==> src/rtl/arm_pkg.sv <==
// Shared types and constants for the ARM core pipeline control slice.
// Latency: n/a (declarations only).
// Backpressure: n/a.
//
// Contents: mem_state_t (memory wait FSM states), REG_IDX_W (register index
// width), DEF_MEM_WAIT / DEF_CNT_W defaults, and regHit() comparator helper.
package arm_pkg;

    localparam int REG_IDX_W    = 4;
    localparam int DEF_MEM_WAIT = 4;
    localparam int DEF_CNT_W    = 16;

    typedef enum logic [1:0] {
        IDLE = 2'd0,
        BUSY = 2'd1,
        DONE = 2'd2
    } mem_state_t;

    // A source collides with a destination only if that destination
    // will actually be written back.
    function automatic logic regHit(
        input logic [REG_IDX_W-1:0] src,
        input logic [REG_IDX_W-1:0] dest,
        input logic                 wbEn
    );
        return wbEn && (src == dest);
    endfunction

endpackage

==> src/rtl/pipe_ctrl_if.sv <==
// Bundle of pipeline-state inputs and stage-control outputs of pipe_ctrl.
// Latency: n/a (wiring only).
// Backpressure: n/a; freeze/id_en/pipe_en carry the stall to the stages.
//
// master: pipeline side (drives hazard/memory/branch status, consumes controls)
// slave : pipe_ctrl side (consumes status, drives controls and stall_count)
interface pipe_ctrl_if #(
    parameter int CNT_W = arm_pkg::DEF_CNT_W
);
    import arm_pkg::*;

    // ID-stage sources
    logic [REG_IDX_W-1:0] src1;
    logic [REG_IDX_W-1:0] src2;
    logic                 Two_src;
    // Downstream destinations
    logic [REG_IDX_W-1:0] EXE_Dest;
    logic [REG_IDX_W-1:0] MEM_Dest;
    logic                 EXE_WB_EN;
    logic                 MEM_WB_EN;
    logic                 EXE_MEM_R_EN;
    // Memory access and branch status
    logic                 MEM_R_EN;
    logic                 MEM_W_EN;
    logic                 Branch_taken;
    // Stage controls
    logic                 freeze;
    logic                 flush;
    logic                 hazard;
    logic                 id_clr;
    logic                 id_en;
    logic                 pipe_en;
    logic                 mem_ready;
    logic [CNT_W-1:0]     stall_count;

    modport master (
        output src1, src2, Two_src, EXE_Dest, MEM_Dest, EXE_WB_EN, MEM_WB_EN,
               EXE_MEM_R_EN, MEM_R_EN, MEM_W_EN, Branch_taken,
        input  freeze, flush, hazard, id_clr, id_en, pipe_en, mem_ready,
               stall_count
    );

    modport slave (
        input  src1, src2, Two_src, EXE_Dest, MEM_Dest, EXE_WB_EN, MEM_WB_EN,
               EXE_MEM_R_EN, MEM_R_EN, MEM_W_EN, Branch_taken,
        output freeze, flush, hazard, id_clr, id_en, pipe_en, mem_ready,
               stall_count
    );

endinterface

==> src/rtl/pipe_ctrl_mem_wait_fsm.sv <==
// Memory wait sequencer: holds the pipeline for MEM_WAIT cycles per access.
// Latency: memStall same cycle as memAccess in IDLE; memReady MEM_WAIT cycles later.
// Backpressure: new access accepted only in IDLE; memAccess drop in BUSY is ignored.
//
// Ports: clk, rst (sync active-low), memAccess in, memStall out (comb),
// memReady out (registered one-cycle pulse in DONE).
module mem_wait_fsm
    import arm_pkg::*;
#(
    parameter int MEM_WAIT = DEF_MEM_WAIT   // legal range 1..15
) (
    input  logic clk,
    input  logic rst,
    input  logic memAccess,
    output logic memStall,
    output logic memReady
);

    localparam logic [3:0] WAIT_M1 = 4'(MEM_WAIT - 1);

    mem_state_t state;
    logic [3:0] cnt;

    // The IDLE acceptance cycle already stalls, so BUSY covers the
    // remaining MEM_WAIT-1 cycles.
    assign memStall = (state == BUSY) || ((state == IDLE) && memAccess);

    always_ff @(posedge clk) begin
        if (!rst) begin
            state    <= IDLE;
            cnt      <= '0;
            memReady <= 1'b0;
        end else begin
            case (state)
                IDLE: begin
                    memReady <= 1'b0;
                    if (memAccess) begin
                        cnt <= WAIT_M1;
                        if (MEM_WAIT == 1) begin
                            state    <= DONE;
                            memReady <= 1'b1;
                        end else begin
                            state <= BUSY;
                        end
                    end
                end
                BUSY: begin
                    cnt <= cnt - 4'd1;
                    if (cnt == 4'd1) begin
                        state    <= DONE;
                        memReady <= 1'b1;
                    end
                end
                DONE: begin
                    state    <= IDLE;
                    memReady <= 1'b0;
                end
                default: begin
                    state    <= IDLE;
                    memReady <= 1'b0;
                end
            endcase
        end
    end

endmodule

==> src/rtl/pipe_ctrl.sv <==
// Pipeline controller: freeze/flush/bubble/enable generation for the 5-stage core.
// Latency: all controls combinational (zero cycles); stall_count updates on the edge.
// Backpressure: memory wait > taken branch > RAW hazard > run.
//
// Ports: clk, rst (sync active-low), bus (pipe_ctrl_if.slave: ID sources,
// EXE/MEM destinations, memory and branch status in; freeze, flush, hazard,
// id_clr, id_en, pipe_en, mem_ready, stall_count out).
// Build option: define FORWARDING_EN when a forwarding unit is present; only
// load-use hazards against the EXE stage then stall.
module pipe_ctrl
    import arm_pkg::*;
#(
    parameter int MEM_WAIT = DEF_MEM_WAIT,
    parameter int CNT_W    = DEF_CNT_W
) (
    input  logic        clk,
    input  logic        rst,
    pipe_ctrl_if.slave  bus
);

    logic memStall;
    logic memReady;
    logic hazardRaw;
    logic exeHit;
    logic freezeC;
    logic flushC;
    logic idClrC;
    logic idEnC;
    logic pipeEnC;
    logic [CNT_W-1:0] stallCount;

    mem_wait_fsm #(
        .MEM_WAIT (MEM_WAIT)
    ) u_mem_wait (
        .clk       (clk),
        .rst       (rst),
        .memAccess (bus.MEM_R_EN | bus.MEM_W_EN),
        .memStall  (memStall),
        .memReady  (memReady)
    );

    // src2 only counts when the ID instruction actually reads it.
    assign exeHit = regHit(bus.src1, bus.EXE_Dest, bus.EXE_WB_EN)
                 || (bus.Two_src && regHit(bus.src2, bus.EXE_Dest, bus.EXE_WB_EN));

`ifdef FORWARDING_EN
    // Forwarding covers everything except a load result not yet read from memory.
    logic unusedMemFwd;
    assign unusedMemFwd = ^{bus.MEM_Dest, bus.MEM_WB_EN};
    assign hazardRaw    = exeHit && bus.EXE_MEM_R_EN;
`else
    logic memHit;
    assign memHit = regHit(bus.src1, bus.MEM_Dest, bus.MEM_WB_EN)
                 || (bus.Two_src && regHit(bus.src2, bus.MEM_Dest, bus.MEM_WB_EN));
    assign hazardRaw = exeHit || memHit;
`endif

    always_comb begin
        freezeC = 1'b0;
        flushC  = 1'b0;
        idClrC  = 1'b0;
        idEnC   = 1'b1;
        pipeEnC = 1'b1;
        if (memStall) begin
            // Whole pipe holds; a taken branch sitting in EXE stays there and
            // flushes once the access finishes.
            freezeC = 1'b1;
            idEnC   = 1'b0;
            pipeEnC = 1'b0;
        end else if (bus.Branch_taken) begin
            // No freeze: the PC must load the branch target this cycle.
            flushC = 1'b1;
            idClrC = 1'b1;
        end else if (hazardRaw) begin
            freezeC = 1'b1;
            idClrC  = 1'b1;
        end
    end

    always_ff @(posedge clk) begin
        if (!rst) begin
            stallCount <= '0;
        end else if (freezeC && (stallCount != {CNT_W{1'b1}})) begin
            stallCount <= stallCount + CNT_W'(1);
        end
    end

    assign bus.freeze      = freezeC;
    assign bus.flush       = flushC;
    assign bus.hazard      = hazardRaw;
    assign bus.id_clr      = idClrC;
    assign bus.id_en       = idEnC;
    assign bus.pipe_en     = pipeEnC;
    assign bus.mem_ready   = memReady;
    assign bus.stall_count = stallCount;

endmodule

==> src/flat_wrapper.sv <==
// flat-port wrapper written by rule: the top's interface ports become plain ports
module pipe_ctrl_flat import arm_pkg::*;
#(
    parameter int MEM_WAIT = DEF_MEM_WAIT,
    parameter int CNT_W    = DEF_CNT_W
)
  (clk, rst, bus_src1, bus_src2, bus_Two_src, bus_EXE_Dest, bus_MEM_Dest, bus_EXE_WB_EN, bus_MEM_WB_EN, bus_EXE_MEM_R_EN, bus_MEM_R_EN, bus_MEM_W_EN, bus_Branch_taken, bus_freeze, bus_flush, bus_hazard, bus_id_clr, bus_id_en, bus_pipe_en, bus_mem_ready, bus_stall_count);
  pipe_ctrl_if #(.CNT_W(CNT_W)) bus_i ();
  input  logic clk;
  input  logic rst;
  input wire logic [$bits(bus_i.src1)-1:0] bus_src1;
  input wire logic [$bits(bus_i.src2)-1:0] bus_src2;
  input wire logic [$bits(bus_i.Two_src)-1:0] bus_Two_src;
  input wire logic [$bits(bus_i.EXE_Dest)-1:0] bus_EXE_Dest;
  input wire logic [$bits(bus_i.MEM_Dest)-1:0] bus_MEM_Dest;
  input wire logic [$bits(bus_i.EXE_WB_EN)-1:0] bus_EXE_WB_EN;
  input wire logic [$bits(bus_i.MEM_WB_EN)-1:0] bus_MEM_WB_EN;
  input wire logic [$bits(bus_i.EXE_MEM_R_EN)-1:0] bus_EXE_MEM_R_EN;
  input wire logic [$bits(bus_i.MEM_R_EN)-1:0] bus_MEM_R_EN;
  input wire logic [$bits(bus_i.MEM_W_EN)-1:0] bus_MEM_W_EN;
  input wire logic [$bits(bus_i.Branch_taken)-1:0] bus_Branch_taken;
  output wire logic [$bits(bus_i.freeze)-1:0] bus_freeze;
  output wire logic [$bits(bus_i.flush)-1:0] bus_flush;
  output wire logic [$bits(bus_i.hazard)-1:0] bus_hazard;
  output wire logic [$bits(bus_i.id_clr)-1:0] bus_id_clr;
  output wire logic [$bits(bus_i.id_en)-1:0] bus_id_en;
  output wire logic [$bits(bus_i.pipe_en)-1:0] bus_pipe_en;
  output wire logic [$bits(bus_i.mem_ready)-1:0] bus_mem_ready;
  output wire logic [$bits(bus_i.stall_count)-1:0] bus_stall_count;
  assign bus_i.src1 = bus_src1;
  assign bus_i.src2 = bus_src2;
  assign bus_i.Two_src = bus_Two_src;
  assign bus_i.EXE_Dest = bus_EXE_Dest;
  assign bus_i.MEM_Dest = bus_MEM_Dest;
  assign bus_i.EXE_WB_EN = bus_EXE_WB_EN;
  assign bus_i.MEM_WB_EN = bus_MEM_WB_EN;
  assign bus_i.EXE_MEM_R_EN = bus_EXE_MEM_R_EN;
  assign bus_i.MEM_R_EN = bus_MEM_R_EN;
  assign bus_i.MEM_W_EN = bus_MEM_W_EN;
  assign bus_i.Branch_taken = bus_Branch_taken;
  assign bus_freeze = bus_i.freeze;
  assign bus_flush = bus_i.flush;
  assign bus_hazard = bus_i.hazard;
  assign bus_id_clr = bus_i.id_clr;
  assign bus_id_en = bus_i.id_en;
  assign bus_pipe_en = bus_i.pipe_en;
  assign bus_mem_ready = bus_i.mem_ready;
  assign bus_stall_count = bus_i.stall_count;
  pipe_ctrl #(.MEM_WAIT(MEM_WAIT), .CNT_W(CNT_W)) u_core (.clk(clk), .rst(rst), .bus(bus_i));
endmodule
==> config.mk <==
export PLATFORM = sky130hd
export DESIGN_NAME = pipe_ctrl_flat
export DESIGN_NICKNAME = d
export VERILOG_FILES = /design/src/rtl/arm_pkg.sv /design/src/rtl/pipe_ctrl_if.sv /design/src/rtl/pipe_ctrl_mem_wait_fsm.sv /design/src/rtl/pipe_ctrl.sv /design/src/flat_wrapper.sv
export SDC_FILE = /design/constraint.sdc
export NUM_CORES = 1
export LEC_CHECK = 0
export BUFFER_PORTS_ARGS = -buffer_cell sky130_fd_sc_hd__buf_4
export CORE_MARGIN = 5
export CORE_UTILIZATION = 35
export CTS_CLUSTER_SIZE = 40
export DETAILED_ROUTE_END_ITERATION = 10
export PLACE_DENSITY = 0.66
export SLEW_MARGIN = 20
export SYNTH_ARGS = -nofsm -noshare
export SYNTH_HDL_FRONTEND = slang
export SYNTH_SLANG_ARGS = --single-unit
==> constraint.sdc <==
create_clock -name clk -period 5.1 [get_ports clk]
set_input_delay 1.02 -clock clk [delete_from_list [all_inputs] [get_ports clk]]
set_output_delay 1.02 -clock clk [all_outputs]
set_load 0.005 [all_outputs]
==> reports/qor.yml, run 1 <==
hpwl_mm: 2.58
yosys.area.top_type: "dfxtp_1"
antenna_found_initial: 0
cp_slowest_stage_delay_ns: 0.56
route.vias.total: 1393
synth_seq_cells: 23
h-tree-depth: 1
ys_types: 41
start_util_pct: 35.6
rsz0062_at_grt: "false"
clkTransAtPathRegs_ns: 0.08
cts_buffer_depth: 2
die_x_um: 75.8
finClkSkew_ns: 0.00380
grt_pass1_vias: 1333
period_share_pct: 66.5
overflow: 0
synth.cell_area_um2: 1520
rows: 24
synth_area_leaders: "dfxtp_1 (30%), mux2i_1 (9.9%), nand2_1 (6.7%)"
synth_edf_count: 0
netlist_instances: 181
r2r_start: "u_core.bus.stall_count[0]"
holdPathEnd: "u_core.bus.stall_count[11]"
firstDrtPassIters: 4
critical-path-top-delay-family: "simple AND/OR/NAND/NOR gates"
synthAdderAreaFrac_pct: 2.48
cp_cell_sequence: "buf_4, xnor2_1, nand3_1, nor4_1, nor4_1, a21boi_0, buf_4"
synth_top_flop_cell: "dfxtp_1"
status: "finished clean"
vias_per_cell: 5.05
synth_xor_area_share_pct: 9.24
tritoncts: "done"
avgSynthCellArea_um2: 8.38
ys.warnings.count: 0
leakage_nw: 0.827
path_max_fanout: 4
synth_most_common_cell: "nand2_1"
hold_depth: 2
holdWs_ns: 0.477
synth_nets: 209
min-delay-start: "u_core.bus.stall_count[11]"
cpMaxStageDelayCell: "nor4_1"
drc_errors: 0
fmax_ghz: 0.295
root_buffer: "clkbuf_8"
netlist_top_cells_count: "nand2_1 (27), dfxtp_1 (23), mux2i_1 (15), inv_1 (14), nand2b_1 (12)"
synth_seq_area_share_pct: 30.4
grt_max_degree: 35
netlist.area_leader.share_pct: 30.4
cp.arrival_ns: 2.37
die_h_um: 75.8
synth.area.mux_share_pct: 9.90
initialDrtViolationCount: 29
async_flop_share_pct: 0
place_congestion: 0.870
cts_buffers: 3
top_layer_used: "met4"
hp-class: "reg -> reg"
grt.total_usage_pct: 12.6
worst_slew_pin_slew_ns: 0.588
power_density_nw_per_um2: 209
ff2ff_setup_slack_ns: 3.00
tns_ns: 0
cts.sinks: 23
drive_gt1_share_pct: 26.3
startpoint_type: "primary input"
finalHoldViolCount: 0
wl_met3_um: 311
cts_setup_buffers: 0
r2r-end: "u_core.bus.stall_count[11]"
finalWorstPathRequiredPeriod_ns: 3.39
routed_wl_mm: 3.44
dieArea_um2: 5750
num-nets-final: 253
cp.required_ns: 4.08
clkLatencyLatePin_ns: 0.26
drv_cap: 0
portBuffers: 46
path_class: "in -> out"
vdd_drop_max_mv: 0.0887
fin_cells: 276
synth_compound_area_share_pct: 15.5
slew-limit-headroom_pct: 60.5
rr_worst_depth: 6
area_growth_syn_to_layout_pct: 28.1
report.final.setup_viol: 0
routedWlPerCell_um: 12.4
drtAntennaViolNets: 0
wl_met2_mm: 1.48
synth_top_family_by_area: "simple AND/OR/NAND/NOR gates"
placed_cells: 272
wl_met1_mm: 1.63
grt_pass1_wl_mm: 5.76
ios: 48
critPathBufInv: 2
cts_resized: 0
diodes: 0
coreArea_um2: 4260
cp-end-kind: "output pin"
slew_viol_final: 0
synth_simple_gate_area_share_pct: 26.5
hold_buffers: 0
-- power by group --
group	internal (W)	switching [W]	total, W	leakage, nW
Clock	0.0000544	0.0000562	0.000111	0.0255
Sequential	0.000189	0.00000996	0.000199	0.187
Combinational	0.0000485	0.0000473	0.0000957	0.614
Total	0.000292	0.000113	0.000405	0.827
-- per-stage QoR --
step | setup WS [ns] | area (um2) | util [%] | total power [W]
final | 1.71 | 1940 | 45.5 | 0.000405
after global routing | 1.53 | 1940 | 45.5 | 0.000431
after CTS | 1.72 | 1940 | 45.5 | 0.000411
after detailed placement | 1.73 | 1900 | 44.5 | 0.000299
after global placement | 1.78 | 1900 | 44.5 | 0.000298
after floorplan | 1.93 | 1520 | - | 0.000258
-- layout by cell type, fill, tap and decap left out, drive strengths merged, types with 2 or more instances in the layout --
cell type and n:
ha 3, a2111oi 4, a21oi 5, nand2 27, a211oi 8, nand3 6, dfxtp 23, inv 14
clkbuf 3, buf 47, xnor2 6, nand4 4, nor3 2, or3 2, and3 2, o41ai 2
nand2b 12, mux2i 15, xor2 10, o22ai 2, o21ai 4, nor2 5, nor4 5
-- how the worst max path moves through the flow --
stage                            from          to  cells past startpoint
after floorplan           bus_src2[2]  bus_freeze                      6
after global routing      bus_src1[2]  bus_id_clr                      6
after detailed placement  bus_src2[2]  bus_id_clr                      7
after global placement    bus_src2[2]  bus_id_clr                      7
final                     bus_src2[2]  bus_id_clr                      7
after CTS                 bus_src2[2]  bus_id_clr                      7
-- logic make-up after synthesis --
| logic type | Yosys count |
|---|---|
| flops | 23 |
| compound gates | 30 |
| buf+inv | 22 |
| xor+xnor | 16 |
| simple gates | 72 |
| mux | 15 |
| fa+ha+maj | 3 |
-- sequential cells by signal, indices dropped and copies added (netlist names) --
| register | count |
|---|---|
| u_core.u_mem_wait.state | 2 |
| u_core.bus.stall_count | 16 |
| u_core.u_mem_wait.cnt | 4 |
| u_core.u_mem_wait.memReady | 1 |
-- layer usage --
metal / global-route usage, % / up-vias
met5: 0 / -
met4: 3.50 / 0
met3: 2.37 / 2
met2: 21.1 / 39
met1: 16.4 / 626
li1: - / 726
-- final cells by class --
cell class                      count  area [um2]
Clock inverter                      1        5.00
Multi-Input combinational cell    136         965
Timing Repair Buffer               47         353
Sequential cell                    23         460
Tap cell                           52        65.1
Clock buffer                        3        41.3
Inverter                           14        52.6
Fill cell                         435        2320
-- worst min-delay path, cell delays in order, from the launching register on --
cell and delay [ns]:
dfxtp_1 0.33, nand2_1 0.05, mux2i_1 0.05
Power figures use the tool's default switching activity.
==> run 2: changes to the inputs <==
- ABC_AREA: default -> 1
- PLACE_DENSITY: 0.66 -> 0.67
- clock period: 5.1 -> 2.7 ns (I/O delays scaled with it)
==> reports/qor.yml, run 2 <==
largest_register_ffs: 16  # unchanged
antenna_found_initial: 0  # unchanged
path_max_fanout: 10  # +6
clkTransAtPathRegs_ns: 0.08  # about the same
die_x_um: 80.6  # +6.4%
place_congestion: 0.787  # -9.6%
vdd_drop_max_mv: 0.379  # +330%
critical-path-top-delay-family: "simple AND/OR/NAND/NOR gates"
synthAdderAreaFrac_pct: 2.15  # -0.33 points
clkLatencyLatePin_ns: 0.27  # about the same
synth_compound_area_share_pct: 2.79  # -13 points
netlist.area_leader.share_pct: 26.4  # -4.0 points
synth_seq_cells: 23  # unchanged
root_buffer: "clkbuf_8"
firstDrtPassIters: 4  # unchanged
portBuffers: 46  # unchanged
ys.warnings.count: 0  # unchanged
dieArea_um2: 6500  # +13%
slew_viol_final: 0  # unchanged
cpMaxStageDelayCell: "nand2_1"
grt.total_usage_pct: 13.1  # +0.55 points
finalWorstPathRequiredPeriod_ns: 2.19
report.final.setup_viol: 0  # unchanged
hold_buffers: 0  # unchanged
rows: 25  # +4.2%
synth.area.mux_share_pct: 0  # -9.9 points
area_growth_syn_to_layout_pct: 23.4
drv_cap: 0  # unchanged
hpwl_mm: 3.12  # +21%
cp.required_ns: 2.16  # -1.92 ns
worst_slew_pin_slew_ns: 0.363  # -0.225 ns
coreArea_um2: 4790  # +12%
overflow: 0  # unchanged
async_flop_share_pct: 0  # unchanged
wl_met2_mm: 1.91  # +29%
synth_simple_gate_area_share_pct: 45.7  # +19 points
die_h_um: 80.6  # +6.4%
cts_resized: 0  # unchanged
rsz0062_at_grt: "false"
initialDrtViolationCount: 73  # +150%
fin_util_pct: 45.0  # -0.49 points
start_util_pct: 36.5  # +0.93 points
synth_seq_area_share_pct: 26.4  # -4.0 points
critPathBufInv: 4  # +2
netlist_instances: 300  # +66%
synth_top_flop_cell: "dfxtp_1"
finalHoldViolCount: 0  # unchanged
wl_met1_mm: 1.85  # +13%
route.vias.total: 1800  # +29%
synth_nets: 328  # +57%
status: "finished clean"
leakage_nw: 1.20  # +45%
drc_errors: 0  # unchanged
num-nets-final: 371  # +47%
startpoint_type: "primary input"
cp_slowest_stage_delay_ns: 0.26  # -0.30 ns
routedWlPerCell_um: 9.82  # -21%
vias_per_cell: 4.40  # -13%
grt_pass1_vias: 1646  # +23%
yosys.area.top_type: "dfxtp_1"
cts_buffer_depth: 2  # unchanged
cts_setup_buffers: 0  # unchanged
avgSynthCellArea_um2: 5.82  # -31%
grt_pass1_wl_mm: 6.90  # +20%
cp-end-kind: "output pin"
diodes: 0  # unchanged
ff2ff_setup_slack_ns: 0.90  # -2.10 ns
drive_gt1_share_pct: 18.4  # -7.9 points
wl_met3_um: 237  # -24%
final_cell_mix: "nand2_1 (89), inv_1 (66), buf_4 (48), nor2_1 (38), dfxtp_1 (23)"
routed_wl_mm: 4.02  # +17%
grt_max_degree: 30  # -14%
synth_xor_area_share_pct: 4.01  # -5.2 points
tritoncts: "done"
ys_types: 22  # -46%
layout_commonest_cell: "nand2_1"
synth_edf_count: 0  # unchanged
synth_top_family_by_area: "simple AND/OR/NAND/NOR gates"
cp_cell_sequence: "buf_4, o21ai_2, inv_2, nor2_4, nand2_1, nand2_1, inv_1, buf_4"
cts_buffers: 3  # unchanged
fmax_ghz: 0.457
synth_area_leaders: "dfxtp_1 (26%), nand2_1 (19%), inv_1 (14%)"
top_layer_used: "met4"
hp-class: "reg -> reg"
h-tree-depth: 1  # unchanged
ios: 48  # unchanged
netlist_top_cells_count: "nand2_1 (89), inv_1 (66), nor2_1 (38), dfxtp_1 (23)"
tns_ns: 0  # unchanged
slew-limit-headroom_pct: 75.8  # +15 points
finClkSkew_ns: 0.00529  # +0.00149 ns
path_class: "in -> out"
power_density_nw_per_um2: 568  # +170%
cp.arrival_ns: 1.65  # -0.72 ns
cts.sinks: 23  # unchanged
synth_most_common_cell: "nand2_1"
period_share_pct: 81.0
drtAntennaViolNets: 0  # unchanged
synth.cell_area_um2: 1750  # +15%
-- run 2: changes by cell type in the layout (fill, tap and decap cells not counted), sizes merged, moves of 4 or more --
cell,delta
nand2,+63
inv,+53
nor2,+39
nand4,+16
mux2i,-15
nand3,+15
nand2b,-12
a211oi,-8
xnor2,-6
nor4,-5
a2111oi,-4
-- run 2: tightest hold or removal path, stage by stage, from the launching register on --
cell,delay [ns]
dfxtp_1,0.34
nor2_1,0.05
nor2_1,0.07
-- run 2: path summary, 6_finish.rpt --
check | cells past startpoint | endpoint | start
worst max-delay path | 8 | bus_freeze | bus_MEM_W_EN
worst max register to register | 9 | u_core.bus.stall_count[10] | u_core.bus.stall_count[1]
worst min-delay path | 2 | u_core.u_mem_wait.memReady | u_core.u_mem_wait.memReady
worst min register to register | 2 | u_core.u_mem_wait.memReady | u_core.u_mem_wait.memReady
-- run 2: where the power goes --
part	switching, W	internal [W]
clock network	0.000112	0.000105
registers	0.0000529	0.000394
logic	0.000328	0.000232
-- run 2: final cells by class --
type	count	area, um2
inverters	67	251
well taps	67	83.8
repair buffers	48	360
clock buffers	4	45.0
multi-input cells	200	955
fillers	547	2630
flip-flops and latches	23	460
-- run 2: cells by family (layout without fill, tap and decap cells) --
logic type | after synthesis | after routing
fa+ha+maj | 3 | 3
xor+xnor | 8 | 8
flops | 23 | 23
simple gates | 180 | 180
buf+inv | 77 | 119
compound gates | 9 | 9
-- run 2: layer usage --
layer / vias to the layer above / track usage, %
li1: 986 / -
met1: 775 / 16.3
met5: - / 0
met2: 37 / 22.7
met3: 2 / 3.48
met4: 0 / 2.53
-- run 2: per-stage QoR --
stage          setup slack (ns)  hold WS (ns)  std cells  instance area [um2]  power (W)
3_5_place_dp              0.493         0.471        405                 2110    0.00102
6_report                  0.514         0.491        409                 2160    0.00122
4_1_cts                   0.490         0.496        409                 2160    0.00124
5_1_grt                   0.364         0.541        409                 2160    0.00134
3_3_place_gp              0.522         0.467        405                 2110    0.00101
2_1_floorplan             0.834         0.462        300                 1750   0.000858
==> run 3: changes to the inputs <==
- clock period: 2.7 -> 1.93 ns (I/O delays scaled with it)
==> reports/qor.yml, run 3 (synthesized netlist as in run 2, its figures left out) <==
finalHoldViolCount: 0  # unchanged
clkLatencyLatePin_ns: 0.26  # about the same
nFillCells: 513  # -6.2%
root_buffer: "clkbuf_8"
routedWlPerCell_um: 9.79  # -0.24%
rr_worst_depth: 9  # unchanged
path_class: "reg -> out"
fmax_ghz: 0.555
route.vias.total: 1826  # +1.4%
cpMaxStageDelayCell: "dfxtp_1"
cp_slowest_stage_delay_ns: 0.34  # +0.08 ns
hpwl_mm: 3.08  # -1.5%
portBuffers: 46  # unchanged
startpoint: "u_core.u_mem_wait.state[0]"
r2r_start: "u_core.bus.stall_count[0]"
vias_per_cell: 4.39  # -0.26%
firstDrtPassIters: 4  # unchanged
grt_max_degree: 31  # +3.3%
power_density_nw_per_um2: 800  # +41%
wl_met3_um: 179  # -24%
die_h_um: 80.6  # unchanged
combPwrFrac_pct: 48.4  # +2.7 points
slew_viol_final: 0  # unchanged
drv_cap: 0  # unchanged
drive_gt1_share_pct: 20.3  # +1.9 points
rows: 25  # unchanged
hp-class: "in -> reg"
grt.total_usage_pct: 13.6  # +0.45 points
cp.depth: 8  # unchanged
cts_buffer_depth: 2  # unchanged
coreArea_um2: 4790  # unchanged
ff2ff_setup_slack_ns: 0.25  # -0.65 ns
r2r-end: "u_core.bus.stall_count[14]"
cts_buffers: 3  # unchanged
initialDrtViolationCount: 62  # -15%
final_cell_mix: "nand2_1 (88), inv_1 (66), buf_4 (54), nor2_1 (38), dfxtp_1 (23)"
die_x_um: 80.6  # unchanged
grt_pass1_vias: 1701  # +3.3%
antenna_found_initial: 0  # unchanged
period_share_pct: 93.3
pwr-share-clk_pct: 17.2  # -0.5 points
wl_met1_mm: 1.91  # +3.6%
cp-endpoint: "bus_flush"
report.final.setup_viol: 0  # unchanged
cts.sinks: 23  # unchanged
top_layer_used: "met4"
drtAntennaViolNets: 0  # unchanged
area_growth_syn_to_layout_pct: 28.1
finalWorstPathRequiredPeriod_ns: 1.80
vdd_drop_max_mv: 0.527  # +39%
routed_wl_mm: 4.07  # +1.5%
tns_ns: 0  # unchanged
largest_register_ffs: 16  # unchanged
status: "finished clean"
finClkSkew_ns: 0.00223  # -0.00306 ns
place_congestion: 0.800  # +1.7%
critPathBufInv: 4  # unchanged
cp.arrival_ns: 1.41  # -0.24 ns
slew-limit-headroom_pct: 80.6  # +4.9 points
overflow: 0  # unchanged
worst_slew_pin_slew_ns: 0.289  # -0.0735 ns
layout_commonest_cell: "nand2_1"
p_seq_share_pct: 34.4  # -2.1 points
diodes: 0  # unchanged
hold_depth: 4  # +2
min-delay-start: "bus_MEM_R_EN"
startpoint_type: "flip-flop"
cp-end-kind: "output pin"
h-tree-depth: 1  # unchanged
drc_errors: 0  # unchanged
ios: 48  # unchanged
cp_cell_sequence: "nor2_1, o21ai_2, inv_2, nor2_4, nand2_4, buf_12, inv_1, buf_4"
rsz0062_at_grt: "false"
switchingPower_w: 0.000708  # +44%
start_util_pct: 36.5  # unchanged
power_w: 0.00179  # +46%
critical-path-top-delay-family: "buffers and inverters"
path_max_fanout: 30  # +20
num-nets-final: 378  # +1.9%
grt_pass1_wl_mm: 7.20  # +4.3%
wl_met2_mm: 1.96  # +2.7%
leakage_nw: 1.25  # +4.6%
cp.required_ns: 1.54  # -0.62 ns
tritoncts: "done"
dieArea_um2: 6500  # unchanged
clkTransAtPathRegs_ns: 0.09  # about the same
p_int_w: 0.00108  # +48%
p_sw_share_pct: 39.6  # -0.69 points
run 3: changes by cell type in the layout (fill, tap and decap cells not counted), sizes merged:
cell	previous run	this run
buf	48	55
run 3: repair_timing:
action / in CTS / in global routing
setup endpoints to repair: 0 / 11
buffers inserted: 0 / 2
hold buffers: 0 / 0
gates resized for setup: 0 / 3
run 3: worst min-delay path by stage:
stage,to
after floorplan,u_core.u_mem_wait.memReady
after global placement,u_core.u_mem_wait.memReady
after detailed placement,u_core.u_mem_wait.memReady
after CTS,u_core.u_mem_wait.cnt[2]
after global routing,u_core.u_mem_wait.cnt[2]
final,u_core.u_mem_wait.cnt[2]
run 3: worst min-delay path, delay by kind of cell:
| family | cells | cell delay, ns |
|---|---|---|
| simple gates | 2 | 0.13 |
| buf+inv | 1 | 0.08 |
| compound gates | 1 | 0.05 |
run 3: routing by layer:
metal / global-route usage, % / vias up
li1: - / 1004
met1: 17.1 / 789
met2: 23.8 / 31
met3: 2.80 / 2
met4: 2.53 / 0
met5: 0 / -
run 3: area by class of cell:
class	count	area [um2]	area share, %
Inverter	67	251	11.2
Clock buffer	4	45.0	2.01
Multi-Input combinational cell	200	971	43.4
Tap cell	67	83.8	3.75
Sequential cell	23	460	20.6
Timing Repair Buffer	55	425	19.0
run 3: per-stage QoR:
stage / hold WS, ns / utilization, % / area [um2] / setup slack (ns) / std cells
finish: 0.434 / 46.7 / 2240 / 0.129 / 416
global route: 0.443 / 46.7 / 2240 / 0.00565 / 416
CTS: 0.433 / 46.1 / 2210 / 0.0528 / 414
detailed placement: 0.464 / 45.2 / 2160 / 0.141 / 410
global placement: 0.463 / 45.2 / 2160 / 0.168 / 410
floorplan: 0.462 / - / 1750 / 0.372 / 300
run 3: power groups by stage:
stage               clock network (W)  logic (W)  registers [W]
finish                       0.000309   0.000866       0.000616
global route                 0.000346   0.000993       0.000629
CTS                          0.000319   0.000838       0.000616
detailed placement                  0   0.000833       0.000627
global placement                    0   0.000816       0.000625
floorplan                           0   0.000575       0.000626
